--- src/rtl/debayer_controller.sv ---
`default_nettype none
// ============================================================================
// Module   : debayer_controller
// Purpose  : Frame sequencer that fetches packed 2x2 Bayer quads and streams
//            one ARGB pixel per quad with its destination address.
// Revision : 1.0 - initial release
// ============================================================================

module debayer (
    input  logic [31:0] i_quad,
    output logic [31:0] o_pixel
);
    logic [8:0] w_green_sum;

    // The sum needs nine bits so that bright greens average without wrapping.
    assign w_green_sum = {1'b0, i_quad[23:16]} + {1'b0, i_quad[15:8]};
    assign o_pixel     = {8'hFF, i_quad[31:24], w_green_sum[8:1], i_quad[7:0]};
endmodule

module debayer_controller #(
    parameter int QUADS_X = 320,
    parameter int QUADS_Y = 240,
    parameter int ADDR_W  = 17
) (
    input  logic              clk,
    input  logic              n_rst,
    input  logic              start,
    input  logic              abort,
    input  logic [ADDR_W-1:0] src_base,
    input  logic [ADDR_W-1:0] dst_base,
    output logic              rd_en,
    output logic [ADDR_W-1:0] rd_addr,
    input  logic [31:0]       rd_data,
    output logic              px_valid,
    input  logic              px_ready,
    output logic [31:0]       px_data,
    output logic [ADDR_W-1:0] px_addr,
    output logic              busy,
    output logic              done
);
    localparam int                c_total = QUADS_X * QUADS_Y;
    localparam logic [ADDR_W-1:0] c_last  = ADDR_W'(c_total - 1);

    typedef enum logic [2:0] {
        S_IDLE  = 3'd0,
        S_FETCH = 3'd1,
        S_LATCH = 3'd2,
        S_PUSH  = 3'd3,
        S_DONE  = 3'd4
    } state_t;

    state_t            r_state;
    logic [ADDR_W-1:0] r_idx;
    logic [ADDR_W-1:0] r_src;
    logic [ADDR_W-1:0] r_dst;
    logic [31:0]       r_quad;
    logic [31:0]       w_pixel;

    debayer u_debayer (
        .i_quad  (r_quad),
        .o_pixel (w_pixel)
    );

    always_ff @(posedge clk or negedge n_rst) begin
        if (!n_rst) begin
            r_state <= S_IDLE;
            r_idx   <= '0;
            r_src   <= '0;
            r_dst   <= '0;
            r_quad  <= '0;
        end else begin
            case (r_state)
                S_IDLE: begin
                    if (start && !abort) begin
                        r_state <= S_FETCH;
                        r_src   <= src_base;
                        r_dst   <= dst_base;
                        r_idx   <= '0;
                    end
                end
                S_FETCH: begin
                    r_state <= abort ? S_IDLE : S_LATCH;
                end
                S_LATCH: begin
                    if (abort) begin
                        r_state <= S_IDLE;
                    end else begin
                        r_quad  <= rd_data;
                        r_state <= S_PUSH;
                    end
                end
                S_PUSH: begin
                    // Abort beats a coincident final handshake: no done pulse.
                    if (abort) begin
                        r_state <= S_IDLE;
                    end else if (px_ready) begin
                        if (r_idx == c_last) begin
                            r_state <= S_DONE;
                        end else begin
                            r_idx   <= r_idx + 1'b1;
                            r_state <= S_FETCH;
                        end
                    end
                end
                S_DONE: begin
                    r_state <= S_IDLE;
                end
                default: begin
                    r_state <= S_IDLE;
                end
            endcase
        end
    end

    // Outputs are pure state decodes so they clear the instant reset asserts.
    assign rd_en    = (r_state == S_FETCH);
    assign rd_addr  = rd_en ? (r_src + r_idx) : '0;
    assign px_valid = (r_state == S_PUSH);
    assign px_data  = px_valid ? w_pixel : '0;
    assign px_addr  = px_valid ? (r_dst + r_idx) : '0;
    assign busy     = (r_state != S_IDLE);
    assign done     = (r_state == S_DONE);
endmodule

`default_nettype wire
--- config.mk ---
export PLATFORM = sky130hd
export DESIGN_NAME = debayer_controller
export DESIGN_NICKNAME = d
export VERILOG_FILES = /design/src/rtl/debayer_controller.sv
export SDC_FILE = /design/constraint.sdc
export NUM_CORES = 1
export LEC_CHECK = 0
export ABC_AREA = 0
export ABC_CLOCK_PERIOD_IN_PS = 5800
export CAP_MARGIN = 40
export CORE_MARGIN = 2
export CORE_UTILIZATION = 30
export DETAILED_ROUTE_END_ITERATION = 16
export GPL_ROUTABILITY_DRIVEN = 0
export SKIP_CTS_REPAIR_TIMING = 1
export SLEW_MARGIN = 10
export SYNTH_ARGS = -nofsm -noshare
export SYNTH_HDL_FRONTEND = slang
export SYNTH_SLANG_ARGS = --single-unit
--- constraint.sdc ---
create_clock -name clk -period 5.8 [get_ports clk]
set_input_delay 0.87 -clock clk [delete_from_list [all_inputs] [get_ports clk]]
set_output_delay 0.87 -clock clk [all_outputs]
set_load 0.01 [all_outputs]
==> impl_metrics.tcl, run 1 <==
set metrics [dict create \
    synth-simple-area-share_pct 23.6 \
    die_h_um 141 \
    synth-seq-area-share_pct 38.3 \
    vias_per_cell 4.81 \
    die_w_um 141 \
    die_area_mm2 0.0199 \
    synth_compound_area_share_pct 11.9 \
    synth_cell_types 55 \
    drv_cap 0 \
    utilization_pct 40.6 \
    n_antenna_cell 0 \
    required_ns 4.93 \
    netlist_instances 636 \
    num_vias 4806 \
    synth_edf_count 0 \
    slew_viol_final 0 \
    htree_num_levels 3 \
    port_buffers 140 \
    power.density_mw_per_mm2 297 \
    startpoint "r_idx[0]$_DFFE_PN0P_" \
    ys_async_sr_fraction_pct 100 \
    syn_area_per_cell_um2 8.84 \
    slowest_stage "clkdlybuf4s50_1" \
    cts_tree "done" \
    r2r_end "r_idx[2]$_DFFE_PN0P_" \
    routed_wl_mm 15.0 \
    grt_max_degree 60 \
    cts_root_buffer "clkbuf_16" \
    track_usage_pct 15.4 \
    synth_top_area_share_pct 38.3 \
    ant_nets 0 \
    io_pins 141 \
    finalClockSkew_ns 0.00865 \
    cp_common_cell "nor3_1" \
    ys_ff_latch 86 \
    hold_class "in2async" \
    synth-main-ff-cell "dfrtp_1" \
    drive_above_1_share_pct 8.89 \
    areaGrowthSynthToFinish_pct 34.3 \
    layout.nets 874 \
    r2r_cells 7 \
    drtPass1Iterations 4 \
    fp.coreArea_mm2 0.0186 \
    max_freq_mhz 241 \
    antenna_found_initial 0 \
    critPathCaptureType "output pin" \
    setup_viol 0 \
    synth_nets 750 \
    grt_pass1_wl_mm 24.3 \
    finalHoldViolCount 0 \
    synthMuxAreaShare_pct 6.92 \
    synthesis.area_mm2 0.00563 \
    run_status "finished, final reports clean" \
    min_period_over_period_pct 71.5 \
    routedWlPerCell_um 15.0 \
    gr-total-overflow 0 \
    rsz0062_at_grt "false" \
    drc 0 \
    crit_path_start_kind "flip-flop" \
    clock_latency_ns 0.35 \
    grt_pass1_vias 4868 \
    cp_slowest_stage_delay_ns 0.57 \
    fillCellCount 1853 \
    r2r_start "r_idx[0]$_DFFE_PN0P_" \
    synth_area_leaders "dfrtp_1 38%, ha_1 8.9%, nand2_1 8.5%" \
    worstSetupPathType "reg2out" \
    clockBufferDepth 2 \
    place_hpwl_mm 11.3 \
    crit_fanout 5 \
    ir_drop_mv 0.159 \
    synth-adder-area-share_pct 9.96 \
    leakage_nw 3.37 \
    tightestPinTransition_ns 0.800 \
    arrival_ns 3.27 \
    clk_pin_slew_worst_paths_ns 0.07 \
    path_cells "ha_1 -> inv_1 -> fa_1 -> and2b_1 -> o2111ai_1 -> and3_1 -> nor4_1 -> nor3_1 -> nor3_1 -> clkdlybuf4s50_1" \
    drtIter0Drc 187 \
    synth_xor_xnor_area_share_pct 5.14 \
    synth_top_family_by_area "simple AND/OR/NAND/NOR gates" \
    initial_core_util_pct 30.3 \
    yosysWarningCount 0 \
    tns_ns 0 \
    p_total_mw 2.24 \
    synth_top_area_cell "dfrtp_1" \
    fin_crit_ns 4.14 \
    slew_headroom_pct 46.6 \
    cts_buffers 9 \
    r2r_slack_ns 3.53 \
    fp-row-count 50 \
    clock_sinks 86 \
]
[final cells by class]
type                            count  area (um2)  share of cell area, %
Inverter                           16        60.1                  0.795
Tap cell                          234         293                   3.88
Sequential cell                    86        2150                   28.5
Clock inverter                      6        86.3                   1.14
Clock buffer                       10         229                   3.03
Timing Repair Buffer              145        1490                   19.7
Multi-Input combinational cell    502        3240                   42.9
[worst max-delay path, delay by kind of cell, from the launching register on]
kind / cells / cell delay [ns]
compound gates: 1 / 0.18
fa+ha+maj: 2 / 0.58
buf+inv: 2 / 0.63
flops: 1 / 0.44
simple gates: 5 / 1.09
[layout by cell type, fill, tap and decap left out, types with 5 or more instances in the layout]
| cell type | synthesis | layout |
|---|---|---|
| clkdlybuf4s50_1 | 0 | 139 |
| nand2_1 | 128 | 128 |
| dfrtp_1 | 86 | 86 |
| nor2_1 | 59 | 59 |
| ha_1 | 40 | 40 |
| mux2_2 | 31 | 31 |
| o21ai_0 | 30 | 30 |
| a21oi_1 | 27 | 27 |
| xor2_1 | 21 | 21 |
| and2_1 | 18 | 18 |
| inv_1 | 16 | 16 |
| nor3_1 | 16 | 16 |
| nand4_1 | 15 | 15 |
| o21a_1 | 13 | 13 |
| xnor2_1 | 12 | 12 |
| nand3_1 | 11 | 10 |
| nor2b_1 | 9 | 9 |
| clkbuf_16 | 0 | 9 |
| a21o_1 | 8 | 8 |
| and3_1 | 6 | 5 |
[power breakdown]
group          leakage (nW)  switching [mW]  internal (mW)
clock                 0.152           0.249          0.377
sequential             1.08          0.0969          0.765
combinational          2.14           0.368          0.389
[worst max-delay path by stage]
stage,slack (ns),endpoint,cells after the start
after global routing,1.43,rd_addr[14],10
after detailed placement,2.03,rd_addr[14],10
after floorplan,2.77,rd_addr[14],9
after CTS,1.63,rd_addr[14],10
after global placement,2.07,rd_addr[14],10
final,1.66,rd_addr[14],10
[state kept, by name, indices dropped and copies added, names as in the netlist]
| register | count |
|---|---|
| r_dst | 17 |
| r_src | 17 |
| r_idx | 17 |
| r_state | 3 |
| r_quad | 32 |
[per-layer routing]
| metal | part of all wire (%) | GRT usage, % |
|---|---|---|
| met5 | 0 | 0 |
| met4 | 1.0 | 3.47 |
| met3 | 7.3 | 5.64 |
| met2 | 48 | 26.0 |
| met1 | 44 | 18.7 |
[cell usage after synthesis, drive strengths merged, types with 3 or more instances]
| cell | instances |
|---|---|
| o21bai | 4 |
| nand3 | 11 |
| buf | 21 |
| o21a | 13 |
| fa | 3 |
| xor2 | 21 |
| nand2b | 4 |
| and3 | 10 |
| a21oi | 28 |
| dfrtp | 86 |
| ha | 40 |
| mux2i | 4 |
| nor3 | 16 |
| o21ai | 31 |
| a211oi | 3 |
| and2 | 20 |
| a21o | 8 |
| nor2b | 9 |
| nor3b | 4 |
| mux2 | 31 |
| inv | 16 |
| nand2 | 128 |
| clkbuf | 11 |
| a31oi | 3 |
| xnor2 | 12 |
| nand4 | 16 |
| nor2 | 60 |
[through the flow]
| step | std cells | hold WS (ns) | setup WS, ns | area [um2] |
|---|---|---|---|---|
| 2_1_floorplan | 636 | 0.450 | 2.77 | 5630 |
| 3_3_place_gp | 980 | 0.466 | 2.07 | 7160 |
| 3_5_place_dp | 983 | 0.470 | 2.03 | 7240 |
| 4_1_cts | 999 | 0.339 | 1.63 | 7550 |
| 5_1_grt | 999 | 0.344 | 1.43 | 7550 |
| 6_report | 999 | 0.346 | 1.66 | 7550 |
[logic make-up (layout without fill, tap and decap cells)]
logic type	count (synthesis)	count (layout)
buffers and inverters	48	177
and+or+nand+nor	286	286
AOI/OAI and AO/OA	105	105
adders and majority gates	43	43
DFF	86	86
muxes	35	35
xor gates and xnor gates	33	33
Note: power is estimated with default switching activity, not from simulation.
==> inputs of run 2 (changes only) <==
ABC_CLOCK_PERIOD_IN_PS = 3790   (was 5800)
clock period = 3.79 ns   (was 5.8 ns; I/O delays follow)
==> run 2 against run 1 <==
Effect of this change: cell area about the same; flip-flop and latch count unchanged; largest cell class unchanged; critical path type unchanged; clock power increased by 48%; final cell count increased by 0.30%; die area unchanged; clock-buffer cell count decreased by 1; sequential share of layout area about the same.
==> impl_metrics.tcl, run 2 (synthesis results as in run 1) <==
set metrics [dict create \
    run_status "finished, final reports clean" \
    vias_per_cell 4.80 \
    initial_core_util_pct 30.3 \
    grt_pass1_vias 4834 \
    gr-total-overflow 0 \
    dpl-instance-area_mm2 0.00720 \
    drive_above_1_share_pct 10.0 \
    fp-row-count 50 \
    layout.cells.non_filler 1002 \
    fp.coreArea_mm2 0.0186 \
    routedWlPerCell_um 15.1 \
    clock_sinks 86 \
    gr-usage-met2_pct 26.0 \
    finalHoldViolCount 0 \
    place_hpwl_mm 11.3 \
    fin_crit_ns 3.53 \
    critPathCaptureType "output pin" \
    clockBufferDepth 2 \
    grt_pass1_wl_mm 24.1 \
    ir_drop_mv 0.273 \
    areaGrowthSynthToFinish_pct 34.3 \
    final_common_cell "clkdlybuf4s50_1" \
    setup_viol 0 \
    antenna_found_initial 0 \
    stdcell_area_mm2 0.00756 \
    tightestPinTransition_ns 0.557 \
    layout.nets 877 \
    n_antenna_cell 0 \
    dp_slack_ns 0.393 \
    die_w_um 141 \
    cts_root_buffer "clkbuf_16" \
    grtUsageMet3_pct 5.98 \
    r2r_cells 6 \
    largest_reg_flops 32 \
    r2r_start "r_idx[0]$_DFFE_PN0P_" \
    cts_tree "done" \
    clock_latency_ns 0.35 \
    rsz0062_at_grt "false" \
    power.density_mw_per_mm2 450 \
    top_usage_layer "met2" \
    slew_headroom_pct 62.8 \
    leakage_nw 3.41 \
    final_cell_mix "136 x clkdlybuf4s50_1, 128 x nand2_1, 85 x dfrtp_1, 59 x nor2_1, 40 x ha_1" \
    slew_viol_final 0 \
    arrival_ns 2.96 \
    hold_class "in2async" \
    cts_buffers 9 \
    drtPass1Iterations 5 \
    required_ns 3.22 \
    drv_cap 0 \
    dp_cells 986 \
    die_h_um 141 \
    grt_max_degree 39 \
    drtIter0Drc 180 \
    die_area_mm2 0.0199 \
    finalClockSkew_ns 0.00585 \
    port_buffers 140 \
    r2r_end "r_idx[0]$_DFFE_PN0P_" \
    setup_ws_ns 0.263 \
    io_pins 141 \
    regMostFlops "r_quad" \
    crit_path_start_kind "flip-flop" \
    routed_wl_mm 15.1 \
    clk_pin_slew_worst_paths_ns 0.07 \
    r2r_slack_ns 1.50 \
    met1_usage_pct 18.2 \
    num_vias 4811 \
    crit_fanout 6 \
    drc 0 \
    max_freq_mhz 284 \
    htree_num_levels 3 \
    worstSetupPathType "reg2out" \
    min_period_over_period_pct 93.1 \
    ant_nets 0 \
    track_usage_pct 15.3 \
]
[run 2: worst max-delay path, stage by stage, from the launching register on]
cell and delay (ns):
dfrtp_1 0.39, buf_4 0.17, ha_1 0.37, a21oi_1 0.15, nor2b_1 0.09, o21a_1 0.21, o311a_1 0.32, o21ai_0 0.13
nor3b_1 0.21, clkdlybuf4s50_1 0.57
[run 2: power by group]
| part | internal, mW | switching, mW | total (mW) | leakage [nW] |
|---|---|---|---|---|
| clock | 0.520 | 0.407 | 0.928 | 0.147 |
| sequential | 1.17 | 0.144 | 1.31 | 1.08 |
| combinational | 0.590 | 0.571 | 1.16 | 2.18 |
[run 2: metal layers]
layer	routed length (um)	up-vias
met5	0	-
met4	183	0
met3	1170	13
met2	7160	131
met1	6580	2241
li1	-	2426
[run 2: area by class of cell]
cell class                      instances  area, um2
Fill cell                            1870      11000
Multi-Input combinational cell        502       3280
Sequential cell                        86       2150
Timing Repair Buffer                  148       1470
Tap cell                              234        293
Clock buffer                            9        225
Clock inverter                          7       81.3
Inverter                               16       60.1
[run 2: worst max-delay path by stage]
stage          slack [ns]           to                  start
4_1_cts            -0.006  rd_addr[14]   r_idx[0]$_DFFE_PN0P_
2_1_floorplan        1.06  rd_addr[14]   r_idx[0]$_DFFE_PN0P_
5_1_grt              0.03  px_addr[13]  r_idx[10]$_DFFE_PN0P_
3_5_place_dp         0.39  rd_addr[14]   r_idx[0]$_DFFE_PN0P_
6_report             0.26  rd_addr[13]   r_idx[3]$_DFFE_PN0P_
3_3_place_gp         0.37  rd_addr[14]   r_idx[0]$_DFFE_PN0P_
[run 2: stage by stage]
step / util [%] / TNS [ns] / power, mW / hold slack (ns)
floorplan: - / 0 / 2.11 / 0.273
global placement: 38.8 / 0 / 2.49 / 0.467
detailed placement: 38.8 / 0 / 2.51 / 0.470
CTS: 40.4 / -0.00637 / 3.46 / 0.196
global route: 40.7 / 0 / 3.66 / 0.220
finish: 40.7 / 0 / 3.40 / 0.191
